**src/rtl/rob_pkg.sv**
```systemverilog
// -----------------------------------------------------------------------------
// rob_pkg
// Shared definitions for the reorder buffer.
// - ROB_DEPTH  : default number of entries (power of two, 2..32)
// - DATA_W     : default result width
// - ROB_TAG_W  : tag width for the default depth
// - rob_entry_t: one ROB slot {valid, done, regWrite, rd, data}
// -----------------------------------------------------------------------------
package rob_pkg;

  localparam int ROB_DEPTH = 8;
  localparam int DATA_W    = 64;
  localparam int ROB_TAG_W = $clog2(ROB_DEPTH);

  // The data field is sized by the package default. An instance built with a
  // narrower DATA_W uses the low bits and keeps the rest at zero.
  typedef struct packed {
    logic              valid;
    logic              done;
    logic              regWrite;
    logic [4:0]        rd;
    logic [DATA_W-1:0] data;
  } rob_entry_t;

endpackage

```
**src/rtl/rob_ptr.sv**
```systemverilog
// -----------------------------------------------------------------------------
// rob_ptr
// Wrapping ROB pointer. DEPTH is a power of two, so the natural binary
// overflow of the counter gives modulo-DEPTH wrap.
// Ports:
//   clk   - clock
//   reset - synchronous active-high reset, clears the pointer
//   inc   - advance by one
//   clr   - synchronous clear (flush); wins over inc
//   ptr   - current pointer value
// -----------------------------------------------------------------------------
module rob_ptr #(
  parameter int  DEPTH = 8,
  localparam int W     = $clog2(DEPTH)
) (
  input  logic         clk,
  input  logic         reset,
  input  logic         inc,
  input  logic         clr,
  output logic [W-1:0] ptr
);

  // NOTE: sequential state uses non-blocking assignments so every flop
  // samples the pre-edge value of every other flop.
  always_ff @(posedge clk) begin
    if (reset || clr) begin
      ptr <= '0;
    end else if (inc) begin
      ptr <= ptr + W'(1);
    end
  end

endmodule

```
**src/rtl/reorder_buffer.sv**
```systemverilog
// -----------------------------------------------------------------------------
// reorder_buffer
// In-order retirement buffer. Dispatch allocates entries at the tail, the CDB
// marks them done out of order, and the head retires one entry per cycle once
// it is done.
//
// Build option: define ROB_CDB_BYPASS_EN to let a CDB write that completes
// the head entry retire in the same cycle, forwarding cdb_data straight to
// commit_data. Without it, commit depends only on registered state.
//
// Ports:
//   clk, reset                      - clock, synchronous active-high reset
//   alloc_valid/alloc_ready         - dispatch handshake
//   alloc_rd, alloc_regWrite        - destination fields of the new entry
//   alloc_tag                       - tag granted (the tail pointer)
//   cdb_valid, cdb_tag, cdb_data    - completion broadcast
//   commit_valid/commit_ready       - retirement handshake
//   commit_rd/_data/_regWrite       - head entry fields
//   flush                           - discard all entries
//   count                           - number of occupied entries
// -----------------------------------------------------------------------------
module reorder_buffer
  import rob_pkg::*;
#(
  parameter int DEPTH  = ROB_DEPTH,
  parameter int DATA_W = rob_pkg::DATA_W
) (
  input  logic                       clk,
  input  logic                       reset,
  input  logic                       alloc_valid,
  output logic                       alloc_ready,
  input  logic [4:0]                 alloc_rd,
  input  logic                       alloc_regWrite,
  output logic [$clog2(DEPTH)-1:0]   alloc_tag,
  input  logic                       cdb_valid,
  input  logic [$clog2(DEPTH)-1:0]   cdb_tag,
  input  logic [DATA_W-1:0]          cdb_data,
  output logic                       commit_valid,
  input  logic                       commit_ready,
  output logic [4:0]                 commit_rd,
  output logic [DATA_W-1:0]          commit_data,
  output logic                       commit_regWrite,
  input  logic                       flush,
  output logic [$clog2(DEPTH):0]     count
);

  localparam int TAG_W = $clog2(DEPTH);
  localparam int CNT_W = TAG_W + 1;

  rob_entry_t        entries [DEPTH];
  rob_entry_t        head_e;
  logic [TAG_W-1:0]  head;
  logic [TAG_W-1:0]  tail;
  logic [CNT_W-1:0]  count_q;
  logic              do_alloc;
  logic              do_commit;
  logic              cdb_hit;

  rob_ptr #(.DEPTH(DEPTH)) u_head_ptr (
    .clk   (clk),
    .reset (reset),
    .inc   (do_commit),
    .clr   (flush),
    .ptr   (head)
  );

  rob_ptr #(.DEPTH(DEPTH)) u_tail_ptr (
    .clk   (clk),
    .reset (reset),
    .inc   (do_alloc),
    .clr   (flush),
    .ptr   (tail)
  );

  assign head_e = entries[head];

  // Full test uses registered count only, so a commit in the same cycle never
  // opens a slot for dispatch.
  assign alloc_ready = (count_q != CNT_W'(DEPTH));
  assign do_alloc    = alloc_valid & alloc_ready & ~flush;
  assign alloc_tag   = tail;
  assign count       = count_q;

  // Late or duplicate broadcasts (entry empty or already done) are dropped.
  assign cdb_hit = cdb_valid & entries[cdb_tag].valid & ~entries[cdb_tag].done;

`ifdef ROB_CDB_BYPASS_EN
  logic bypass;
  assign bypass       = cdb_valid & (cdb_tag == head) & head_e.valid & ~head_e.done;
  assign commit_valid = head_e.valid & (head_e.done | bypass) & ~flush;
  assign commit_data  = bypass ? cdb_data : head_e.data[DATA_W-1:0];
`else
  assign commit_valid = head_e.valid & head_e.done & ~flush;
  assign commit_data  = head_e.data[DATA_W-1:0];
`endif

  assign commit_rd       = head_e.rd;
  assign commit_regWrite = head_e.regWrite;
  assign do_commit       = commit_valid & commit_ready;

  // Write order matters: CDB, then allocate, then commit clear, so that a
  // bypassed head completion is still cleared. Allocate and commit never hit
  // the same slot: the buffer is empty (no commit) or full (no allocate).
  always_ff @(posedge clk) begin
    if (reset || flush) begin
      // NOTE: the entry array is reset (not just the pointers) because the
      // valid bits must drop and commit fields must read zero out of reset.
      for (int i = 0; i < DEPTH; i++) begin
        entries[i] <= '0;
      end
      count_q <= '0;
    end else begin
      if (cdb_hit) begin
        entries[cdb_tag].done               <= 1'b1;
        entries[cdb_tag].data[DATA_W-1:0]   <= cdb_data;
      end
      if (do_alloc) begin
        entries[tail] <= '{valid:    1'b1,
                           done:     1'b0,
                           regWrite: alloc_regWrite,
                           rd:       alloc_rd,
                           data:     '0};
      end
      if (do_commit) begin
        entries[head] <= '0;
      end
      case ({do_alloc, do_commit})
        2'b10:   count_q <= count_q + CNT_W'(1);
        2'b01:   count_q <= count_q - CNT_W'(1);
        default: count_q <= count_q;
      endcase
    end
  end

endmodule

```
**config.mk**
```make
export PLATFORM = sky130hd
export DESIGN_NAME = reorder_buffer
export DESIGN_NICKNAME = d
export VERILOG_FILES = /design/src/rtl/rob_pkg.sv /design/src/rtl/rob_ptr.sv /design/src/rtl/reorder_buffer.sv
export SDC_FILE = /design/constraint.sdc
export NUM_CORES = 1
export LEC_CHECK = 0
export CAP_MARGIN = 5
export CORE_UTILIZATION = 59
export DETAILED_ROUTE_END_ITERATION = 10
export GPL_TIMING_DRIVEN = 0
export PLACE_DENSITY = 0.82
export SLEW_MARGIN = 20
export SYNTH_ARGS = -nofsm -noshare
export SYNTH_HDL_FRONTEND = slang
export SYNTH_HIERARCHICAL = 1
export SYNTH_SLANG_ARGS = --single-unit
export TNS_END_PERCENT = 20
```
**constraint.sdc**
```tcl
create_clock -name clk -period 4.3 [get_ports clk]
set_input_delay 0.86 -clock clk [delete_from_list [all_inputs] [get_ports clk]]
set_output_delay 0.86 -clock clk [all_outputs]
set_load 0.02 [all_outputs]
```
## Yosys cells after proc, flatten, opt, wreduce, memory -nomap -nowiden

Memory sizes are Yosys's and may differ from the RTL's. A register that Yosys moved wholly into a read port is not among the register bits.
Index checks and enable logic that the tools add are counted.

- Reduce and logical (&&, ||, !) cells: 5
- Add/subtract/negate cells: 4
- Equal/unequal tests: 3
- Mux-type cells: 23
- Bitwise logic cells: 9

Operator list:

| cell | count |
|---|---|
| 72-bit two-way mux | 3 |
| 72-bit OR reduction | 3 |
| 3-bit two-way mux | 5 |
| 1-bit two-way mux | 13 |
| 4-bit one-hot mux with 2 select lines | 1 |
| 1-bit bitwise AND | 7 |
| 3-bit by 1-bit adder with 3-bit output (second input constant) | 2 |
| 4-bit by 1-bit adder with 4-bit output (second input constant) | 1 |
| 4-bit inequality test (second input constant) | 1 |
| 4-bit by 1-bit subtractor with 4-bit output (second input constant) | 1 |
| 2-bit by 1-bit == test with 1-bit output (second input constant) | 1 |
| 2-bit == test (second input constant) | 1 |
| 2-bit two-way mux | 1 |
| 1-bit inverter | 2 |
| 2-bit nonzero test | 1 |
| 1-bit logical OR | 1 |

- Memories kept: 1
- Word-level logic and storage cells: 48
- Memory bits (writable): 576
- Flip-flop bits (word level): 10

Memory list:

| name | depth | bits a word | rd ports | clocked after memory_dff | write ports | RTL line | RTL |
|---|---|---|---|---|---|---|---|
| entries | 8 | 72 | 2 | 1 | 8 | reorder_buffer.sv:50 | `rob_entry_t entries [DEPTH];` |

## Longest topological paths before layout

Gate-level depths: netlist of run 1.

- Depth in word-level cells: 8
- Mapped depth: 15

## By module

Netlist of run 1, hierarchy kept.

By module, submodules not included:

| module | instances | area each (um2) | cells each | seq. area each (um2) |
|---|---|---|---|---|
| reorder_buffer | 1 | 24693.7 | 2559 | 11611.1 |
| rob_ptr | 2 | 131.4 | 11 | 60.1 |

## Worst setup path before layout of run 1

Ideal clock, no wire load.

- Kind: register to register
- Start: register u_head_ptr/ptr[0] (netlist name)
- End: register count_q[3] (netlist: count[3])
- Data required time: 4230 ps
- Path buffers: 3
- Cell stages (with the launch flop): 16
- Slack: 965 ps
- Arrival: 3265 ps
- Period minus slack after synthesis: 3335 ps
- Path through: dfxtp_1 > buf_4 > buf_6 > nor2_1 > a22oi_1 > nand4_4 > buf_4 > nor2_1 > and2_1 > ha_1 > ha_1 > a21o_1 > a21oi_1 > xnor2_1 > or3_1 > a21oi_1

RTL lines:

| item | RTL line | RTL |
|---|---|---|
| to (signal assigned) | reorder_buffer.sv:128 | `2'b10: count_q <= count_q + CNT_W'(1);` |
| to (signal assigned) | reorder_buffer.sv:129 | `2'b01: count_q <= count_q - CNT_W'(1);` |
| to (signal assigned) | reorder_buffer.sv:130 | `default: count_q <= count_q;` |
| to (decl) | reorder_buffer.sv:54 | `logic [CNT_W-1:0] count_q;` |

==> results of run 1 <==
critical path, delay by kind of cell (launching register included):
family | cells | cell delay (ns)
buffers and inverters | 6 | 1.76
AND/OR/NAND/NOR | 3 | 0.57
flip-flops | 1 | 0.37
AO/OA/AOI/OAI | 1 | 0.11
what timing repair did:
action	in CTS	in global routing
gates cloned	0	0
resized for setup	132	28
setup endpoints to repair	70	68
setup buffers	0	6
hold endpoints to repair	0	0
pin swaps	1	3
kinds of logic after synthesis:
family	count (synthesis)	share of synthesized area (%)
AOI/OAI and AO/OA	328	10.42
buffers and inverters	275	5.620
muxes	557	22.47
DFF	586	47.01
and+or+nand+nor	824	13.98
xor gates and xnor gates	5	0.1755
adders and majority gates	6	0.3309
sequential cells by signal, indices dropped and copies added, names as in the netlist:
name,count
u_head_ptr/ptr,3
entries,576
u_tail_ptr/ptr,3
count,4
cell usage in the layout (no fill, tap or decap), drive strengths merged, types with 4 or more instances in the layout:
cell type / instances
a221oi: 23
clkinv: 10
or3: 5
buf: 113
dfxtp: 586
mux2i: 532
clkdlybuf4s50: 84
nor2b: 11
nor2: 554
nand2b: 7
a222oi: 48
mux2: 25
a22oi: 154
ha: 5
and2: 9
a211oi: 5
nor3: 24
a21oi: 58
clkbuf: 239
nand2: 73
a22o: 23
inv: 15
bufinv: 6
nand3: 121
clkinvlp: 4
nand4: 5
o311ai: 7
area by class of cell:
cell class	count	area, um^2
fill	3033	12340
multi-input combinational	1720	11880
sequential	586	11730
clock buffer	85	1724
buffer	261	1675
timing repair buffer	93	932.1
tap	532	665.6
clock inverter	23	286.5
inverter	12	45.04
antenna	3	7.507
worst min-delay path by stage:
stage	end	slack, ns	depth (start not counted)
after global routing	entries[2][66]	0.48	2
after CTS	entries[3][69]	0.47	2
after floorplan	entries[7][65]	0.44	2
after detailed placement	entries[2][66]	0.46	2
final	entries[3][69]	0.47	2
after global placement	entries[7][65]	0.45	2
where the power goes:
part	switching [mW]	internal, mW	leakage [nW]	total, mW
registers	0.00450	5.43	4.72	5.44
clock network	2.24	3.14	0.986	5.38
logic	0.274	0.100	6.40	0.375
total	2.52	8.67	12.1	11.2
routing by layer:
layer,global-route usage (%),part of all wire [%],vias to the layer above
met5,0.7786,0.20,-
met4,29.09,7.7,18
met3,13.42,13,482
met2,63.20,43,1739
met1,50.52,36,10720
li1,-,-,9390
through the flow:
step	setup WS (ns)	power, mW	setup TNS (ns)	instance area, um^2	hold slack [ns]
after global placement	-1.058	5.906	-52.27	26490	0.4487
final	-0.02372	11.19	-0.02820	28950	0.4666
after CTS	-0.01140	11.13	-0.01140	28840	0.4677
after detailed placement	-0.9812	5.913	-47.60	26520	0.4598
after global routing	0.002546	11.40	0	28950	0.4849
after floorplan	0.9650	5.779	0	24960	0.4445
==> reports/results.txt, run 1 <==
Setup repair after global routing left no endpoint under its margin. The run gives 0 as the hold violation count in the final report. Tightest slew margin relative to the limit: 11.19%. The overall fraction of global-route tracks in use came out at 41.81%. Yosys attributes the largest share of cell area to sky130_fd_sc_hd__dfxtp_1, sky130_fd_sc_hd__mux2i_1, sky130_fd_sc_hd__nor2_1. Of all nets on the critical path, the largest fanout is 10. Counting along the longest clock path gives a buffer depth of 3. Slack of the worst reg-to-reg path: 0.40 ns.

TritonCTS built the clock tree. Setup violations remaining at the end of the flow were counted as 2. The cell count after placement was 3200.

Counting every net in the synthesized netlist gives 2666. Tracing the worst setup path back leads to its startpoint at u_head_ptr/ptr[1]. The final cell count without fillers is 3315, and the count of warnings emitted by yosys is 6. sky130_fd_sc_hd__dfxtp_1 is the most common cell in the netlist.

In this run the tool buffered the top-level ports with 87 buffer cells. The number of max-slew violations in the final report came out at 0. The upper clock frequency limit was 231.3 MHz; the starting density of the core was 60.44%.

For the number of clock sinks seen by CTS, the log shows 586. Measured along the y axis, the die boundary spans 207.7 um. Sequential element share of the synthesized area: 47.01%. The slowest stage of the critical path is the sky130_fd_sc_hd__clkdlybuf4s50_1 cell. The largest total area in the synthesized netlist belongs to sky130_fd_sc_hd__dfxtp_1. The area growth from synthesis to layout is 16.00%. Clock edge transition at the registers on the reported setup and hold paths: 0.06 ns.

The commonest cells after synthesis are sky130_fd_sc_hd__dfxtp_1, sky130_fd_sc_hd__nor2_1, sky130_fd_sc_hd__mux2i_1, sky130_fd_sc_hd__clkbuf_1, sky130_fd_sc_hd__a22oi_1. The tools report the via count of the first global-routing pass as 21650. Among all flip-flop cells after synthesis, the most frequent one is sky130_fd_sc_hd__dfxtp_1. In this run, the number of DRC markers left after iteration 0 of detailed routing was 3374. For the setup slack after layout, the log shows -0.02372 ns. The logs give 59.06 mm for the sum of net half-perimeters after detailed placement and 135.0 mm for the global-route wire length before repair.

Dividing the detail-routed via count by the number of cells gives 6.740. The cell count after synthesis came out at 2581. At the later pin of the worst-skew pair, clock insertion delay measures 0.63 ns. Following the worst setup path forward leads to its endpoint at commit_data[2]. The flow ran to the end, but the final reports show violations.

The number of antenna violations at the first check in global routing was 9. Buffers inserted to repair hold after CTS numbered 0. The final period demand of the worst path is 4.324 ns. The tools report the endpoint kind of the worst setup timing path as an output pin.

For the arrival time at the worst endpoint, the log shows 3.46 ns. The detail route stage leaves a number of antenna-violating nets equal to 0. The average instance in the mapped netlist occupies 9.669 um^2.

The proportion of register bits with asynchronous set or reset after synthesis works out to 0%. The worst-case IR drop observed on VDD is 0.3161 mV. For this design the static power due to leakage is 12.11 nW. Measured on the finished design, the core utilization comes to 70.11%.

Walking the worst path, the cells encountered are buf_6 > buf_6 > buf_6 > nand2_4 > nor2_1 > clkbuf_8 > buf_6 > a22oi_1 > nand3_1 > clkdlybuf4s50_1. The worst hold path startpoint was entries[3][69]. The die covers 43120 um^2. The global placement routability congestion is 0.9559.

Max-cap violations in this run came to 0. The final reports fail on negative setup slack. The type of origin of the critical path is a flip-flop. After detailed routing, the number of remaining DRC violations is 0. Summing every instance area after synthesis gives 24960 um^2.

The worst setup path is of the reg -> out kind. CTS placed an instance of sky130_fd_sc_hd__clkbuf_16 at the clock tree root. The share of cells above drive strength 1 is 10.50%, and the number of flops mapped to enable cells by yosys is 0. The run gives 0 as the total congestion overflow.

The power density relative to cell area came out at 386.4 nW/um^2. Counting flops and latches in the post-synthesis netlist gives 586. The tools report the number of levels in the clock H-tree as 2. The startpoint identified for the worst register-to-register timing path is u_head_ptr/ptr[0]. The length in cells of the worst reg-to-reg path was 15.

Number of nets in the finished design: 2818. The sum of routed wire length over all layers came out at 92.85 mm. The endpoint identified for the worst register-to-register timing path is count[3]. The worst path uses 100.6% of the clock period. In this run the worst hold path is classified as reg -> reg.

The first-pass iteration count of the detailed router was 6. Clock tree synthesis inserted a total of 59 buffers. For the area of the core, the log shows 41290 um^2. Entering global routing, the biggest net connects 15 pins. The portion of synthesized cell area occupied by the leading cell type is 47.01%.

Summing over every cut layer, the via total after detailed routing is 22340. Between clock sinks in the finished design, the worst skew comes to 0.01744 ns. On the worst path, the slowest cell contributes a delay of 0.64 ns. 158 I/O pins were placed. Dividing the detail-routed wire length by the instance count gives 28.01 um. At the worst endpoint, the required time is 3.44 ns. In this design, the critical path's most frequently occurring cell is sky130_fd_sc_hd__buf_6.

The floorplan step set the die width to 207.7 um. Slew at the pin closest to its max-slew limit: 1.332 ns. The number of distinct standard cells referenced by the synthesized netlist was 51. The count of standard-cell rows was 74.
No activity file was read; power rests on OpenSTA's default activity.
==> run 2, diff against run 1 <==
--- a/config.mk
+++ b/config.mk
@@ -6,8 +6,10 @@
 export NUM_CORES = 1
 export LEC_CHECK = 0
 export CAP_MARGIN = 5
+export CORE_MARGIN = 2
 export CORE_UTILIZATION = 59
 export DETAILED_ROUTE_END_ITERATION = 10
+export GPL_ROUTABILITY_DRIVEN = 1
 export GPL_TIMING_DRIVEN = 0
 export PLACE_DENSITY = 0.82
 export SLEW_MARGIN = 20
==> run 2 against run 1 <==
  * The flow still finishes with violations (negative setup slack)
  * Final cell count grew 0.18%
  * Maximum frequency grew 0.35%
  * Register-to-register slack gained 0.08 ns
  * Total power fell by 0.78%
  * Sequential share of layout area grew 0.075 points
  * Sequential power hardly changed
  * Clock power fell by 2%
  * Setup slack improved by 0.015 ns
  * Cell area down 0.19%
  * Critical endpoint is now commit_data[12]
==> reports/results.txt, run 2 (synthesis results as in run 1) <==
The flow ran to the end, but the final reports show violations. The checks that failed: negative setup slack. The number of DRC violations after detailed routing was 0 (unchanged). The critical path in this run is classified as reg -> out. The critical path buffer and inverter count was 5 (-1); the DRC marker count from the first detailed-route iteration was 3151 (-6.6%). The I/O pin count was 158 (unchanged); the cell leakage power was 12.11 nW (about the same).

In this design, the largest share of critical-path delay is due to buffers and inverters. The hold violation count in the final report was 0 (unchanged); the number of cells on the worst hold path was 2 (unchanged). The tools report the count of standard-cell rows as 75 (+1.4%). The upper clock frequency limit came out at 232.1 MHz (+0.35%). The sum of net half-perimeters after detailed placement is 59.49 mm (+0.72%), and the count of endpoints failing setup in the final report is 1 (-1). Area occupied by multi-input gates: 11870 um^2 (about the same).

The cell depth of the worst setup path came out at 9 (-1). For the area of the core, the log shows 41850 um^2 (+1.4%). TritonCTS built the clock tree. The number of vias per cell was 6.659 (-1.2%). Slew at the pin closest to its max-slew limit: 1.202 ns (-0.1297 ns). The worst voltage drop across the vdd grid is 0.3302 mV (+4.5%). The length in cells of the worst reg-to-reg path was 15 (unchanged); the detailed route wirelength on metal3 was 11.91 mm (-3.2%). The logs give 0 (unchanged) for the number of max-slew violations in the final report and 3 (unchanged) for the maximum number of buffers from clock root to sink. Total placed instance area: 26520 um^2 (about the same).

The library cell used most frequently in the layout, excluding fill and tap cells, is sky130_fd_sc_hd__dfxtp_1. For the quantity of hold-fixing buffers added after cts, the log shows 0 (unchanged). Endpoint of the worst setup timing path: commit_data[12]. The tightest min-delay check is of the reg -> reg type. The mean routed wirelength per cell was 27.94 um (-0.25%); the area used by sequential logic in the layout was 11730 um^2 (unchanged). The register ranked first by flip-flop count was entries. The tools report the utilization of the core after routing as 69.04% (-1.1 points). The tools report the origin of the critical flop-to-flop path as u_head_ptr/ptr[0]. In this run the top signal layer used is met5.

The total number of vias was 22120 (-1.0%). In this run the critical register-to-register path is captured at count[3]. The logs give 28900 um^2 (-0.19%) for the design area and 2815 (-0.11%) for the number of nets in the finished design. For the number of levels in the clock H-tree, the log shows 2 (unchanged).

Power density relative to cell area: 384.1 nW/um^2 (-0.59%). The worst stage delay on the critical path was 0.66 ns (+0.02 ns); the total chip power was 11.10 mW (-0.78%). The logs give 3109 (+2.5%) for the filler cell count and 0.9718 (+1.7%) for the global placement routability congestion.

The library cells used most frequently in the layout, excluding fill and tap cells, are sky130_fd_sc_hd__dfxtp_1, sky130_fd_sc_hd__nor2_1, sky130_fd_sc_hd__mux2i_1. The required time of the critical path was 3.44 ns (about the same). The post-route met1 wirelength is 33.64 mm (+0.69%), and the sum of routed wire length over all layers is 92.78 mm (about the same). The x dimension of the die was 209.7 um (+0.96%). The worst setup path is launched from a flip-flop. Among all stages on the critical path, the largest delay is contributed by sky130_fd_sc_hd__clkdlybuf4s50_1.

The overall fraction of global-route tracks in use is 41.02% (-0.78 points), and the die span in y is 209.7 um (+0.96%). The tools report the area enclosed by the die boundary as 43960 um^2 (+1.9%). Walking the worst path, the cells encountered are buf_4 > buf_6 > nor2b_4 > nor2b_1 > buf_4 > buf_4 > a22oi_1 > nand3_1 > clkdlybuf4s50_1. The setup slack after layout is -0.008728 ns (+0.01499 ns), and the remaining antenna violation count after routing is 0 (unchanged). Arrival time at the worst endpoint: 3.45 ns (about the same). The port buffer count was 87 (unchanged). By instance count, the cell type seen most on the critical path is sky130_fd_sc_hd__buf_4. The pin count of the biggest net entering global routing is 15 (unchanged), and the part of the cycle the worst path needs is 100.2% (-0.35 points). The tightest slew margin relative to the limit is 19.84% (+8.6 points), and the first-pass iteration count of the detailed router is 10 (+4).

The worst-skew pair later-pin latency was 0.63 ns (about the same); the flip-flop count of the largest register, all copies and words added was 576 (unchanged). The global-route wire length before repair is 134.2 mm (-0.56%). The tree is rooted in a sky130_fd_sc_hd__clkbuf_16.

The final clock skew was 0.02867 ns (+0.01123 ns). For the number of antenna violations at the first check in global routing, the log shows 7 (-2). The number of maximum-capacitance constraint violations is 0 (unchanged), and the number of clock sinks seen by CTS is 586 (unchanged). From synthesis to final layout, the design area changed by 15.79%. The final cell count without fillers is 3321 (+0.18%), and the peak fanout along the critical path is 10 (unchanged). The starting density of the core was 59.63% (-0.81 points). The cell count after placement is 3207 (+0.22%), and the clock edge transition at the registers on the reported setup and hold paths is 0.06 ns (about the same). The slack of the worst reg-to-reg path is 0.48 ns (+0.08 ns). The endpoint kind of the worst setup timing path is an output pin. The total congestion overflow is 0 (unchanged). The tools report the startpoint of the most critical setup path as u_head_ptr/ptr[0]. The final period demand of the worst path works out to 4.309 ns (-0.01499 ns). The number of buffers created by CTS is 58 (-1.7%), and the share of cells above drive strength 1 is 10.31% (-0.19 points).

For the length of routed met2 wiring, the log shows 39.74 mm (-0.11%). The run gives 21690 (+0.20%) as the via count of the first global-routing pass. For the worst hold margin, the log shows 0.4649 ns (-0.001696 ns).
run 2: cell types whose count changed in the layout (fill, tap and decap cells not counted), sizes merged:
cell,before,now
dlymetal6s2s,2,3
dlygate4sd2,1,2
clkdlybuf4s50,84,82
clkbuf,239,235
inv,15,13
diode,3,8
clkinvlp,4,2
buf,113,115
bufinv,6,5
clkinv,10,11
run 2: layout make-up:
class	instances	area share, %
Timing Repair Buffer	91	3.178
Buffer	261	5.724
Inverter	12	0.1559
Clock inverter	19	0.8530
Sequential cell	586	40.60
Multi-Input combinational cell	1720	41.09
Tap cell	539	2.334
Clock buffer	85	5.997
Antenna cell	8	0.06928
run 2: worst min path at each step:
stage                    from        endpoint
6_report       entries[3][65]  entries[3][65]
5_1_grt        entries[5][69]  entries[5][69]
4_1_cts        entries[2][68]  entries[2][68]
3_5_place_dp   entries[2][68]  entries[2][68]
3_3_place_gp   entries[1][68]  entries[1][68]
2_1_floorplan  entries[7][65]  entries[7][65]
run 2: metrics by stage:
stage | setup slack (ns) | TNS (ns)
2_1_floorplan | 0.9650 | 0
3_3_place_gp | -0.8602 | -45.97
3_5_place_dp | -0.9170 | -42.47
4_1_cts | 0.0007818 | 0
5_1_grt | -0.01667 | -0.02157
6_report | -0.008728 | -0.008728
run 2: power by group:
part           switching [mW]  total, mW  internal [mW]
combinational           0.276      0.376          0.100
clock                    2.21       5.29           3.08
sequential            0.00471       5.44           5.43
run 2: worst register-to-register path, stage by stage, from the launching register on:
cell and delay [ns]:
sky130_fd_sc_hd__dfxtp_1 0.34, sky130_fd_sc_hd__buf_4 0.18, sky130_fd_sc_hd__nor2b_1 0.11, sky130_fd_sc_hd__clkbuf_1 0.67, sky130_fd_sc_hd__a22oi_2 0.18, sky130_fd_sc_hd__nand4_4 0.24, sky130_fd_sc_hd__buf_4 0.25, sky130_fd_sc_hd__nor2_1 0.08
sky130_fd_sc_hd__and2_1 0.26, sky130_fd_sc_hd__ha_1 0.27, sky130_fd_sc_hd__ha_1 0.29, sky130_fd_sc_hd__a21o_1 0.19, sky130_fd_sc_hd__a21oi_1 0.17, sky130_fd_sc_hd__xnor2_1 0.09, sky130_fd_sc_hd__or3_1 0.30, sky130_fd_sc_hd__a21oi_1 0.14
run 2: timing repair:
| action | 4_1_cts | 5_1_grt |
|---|---|---|
| endpoints found under the setup margin | 70 | 64 |
| resized for setup | 127 | 24 |
| setup buffers | 2 | 2 |
| pin swaps | 1 | 2 |
run 2: layer usage:
layer  vias up  GRT usage [%]
li1       9378              -
met1     10610          50.46
met2      1673          62.42
met3       448          11.42
met4         4          28.74
met5         -              0
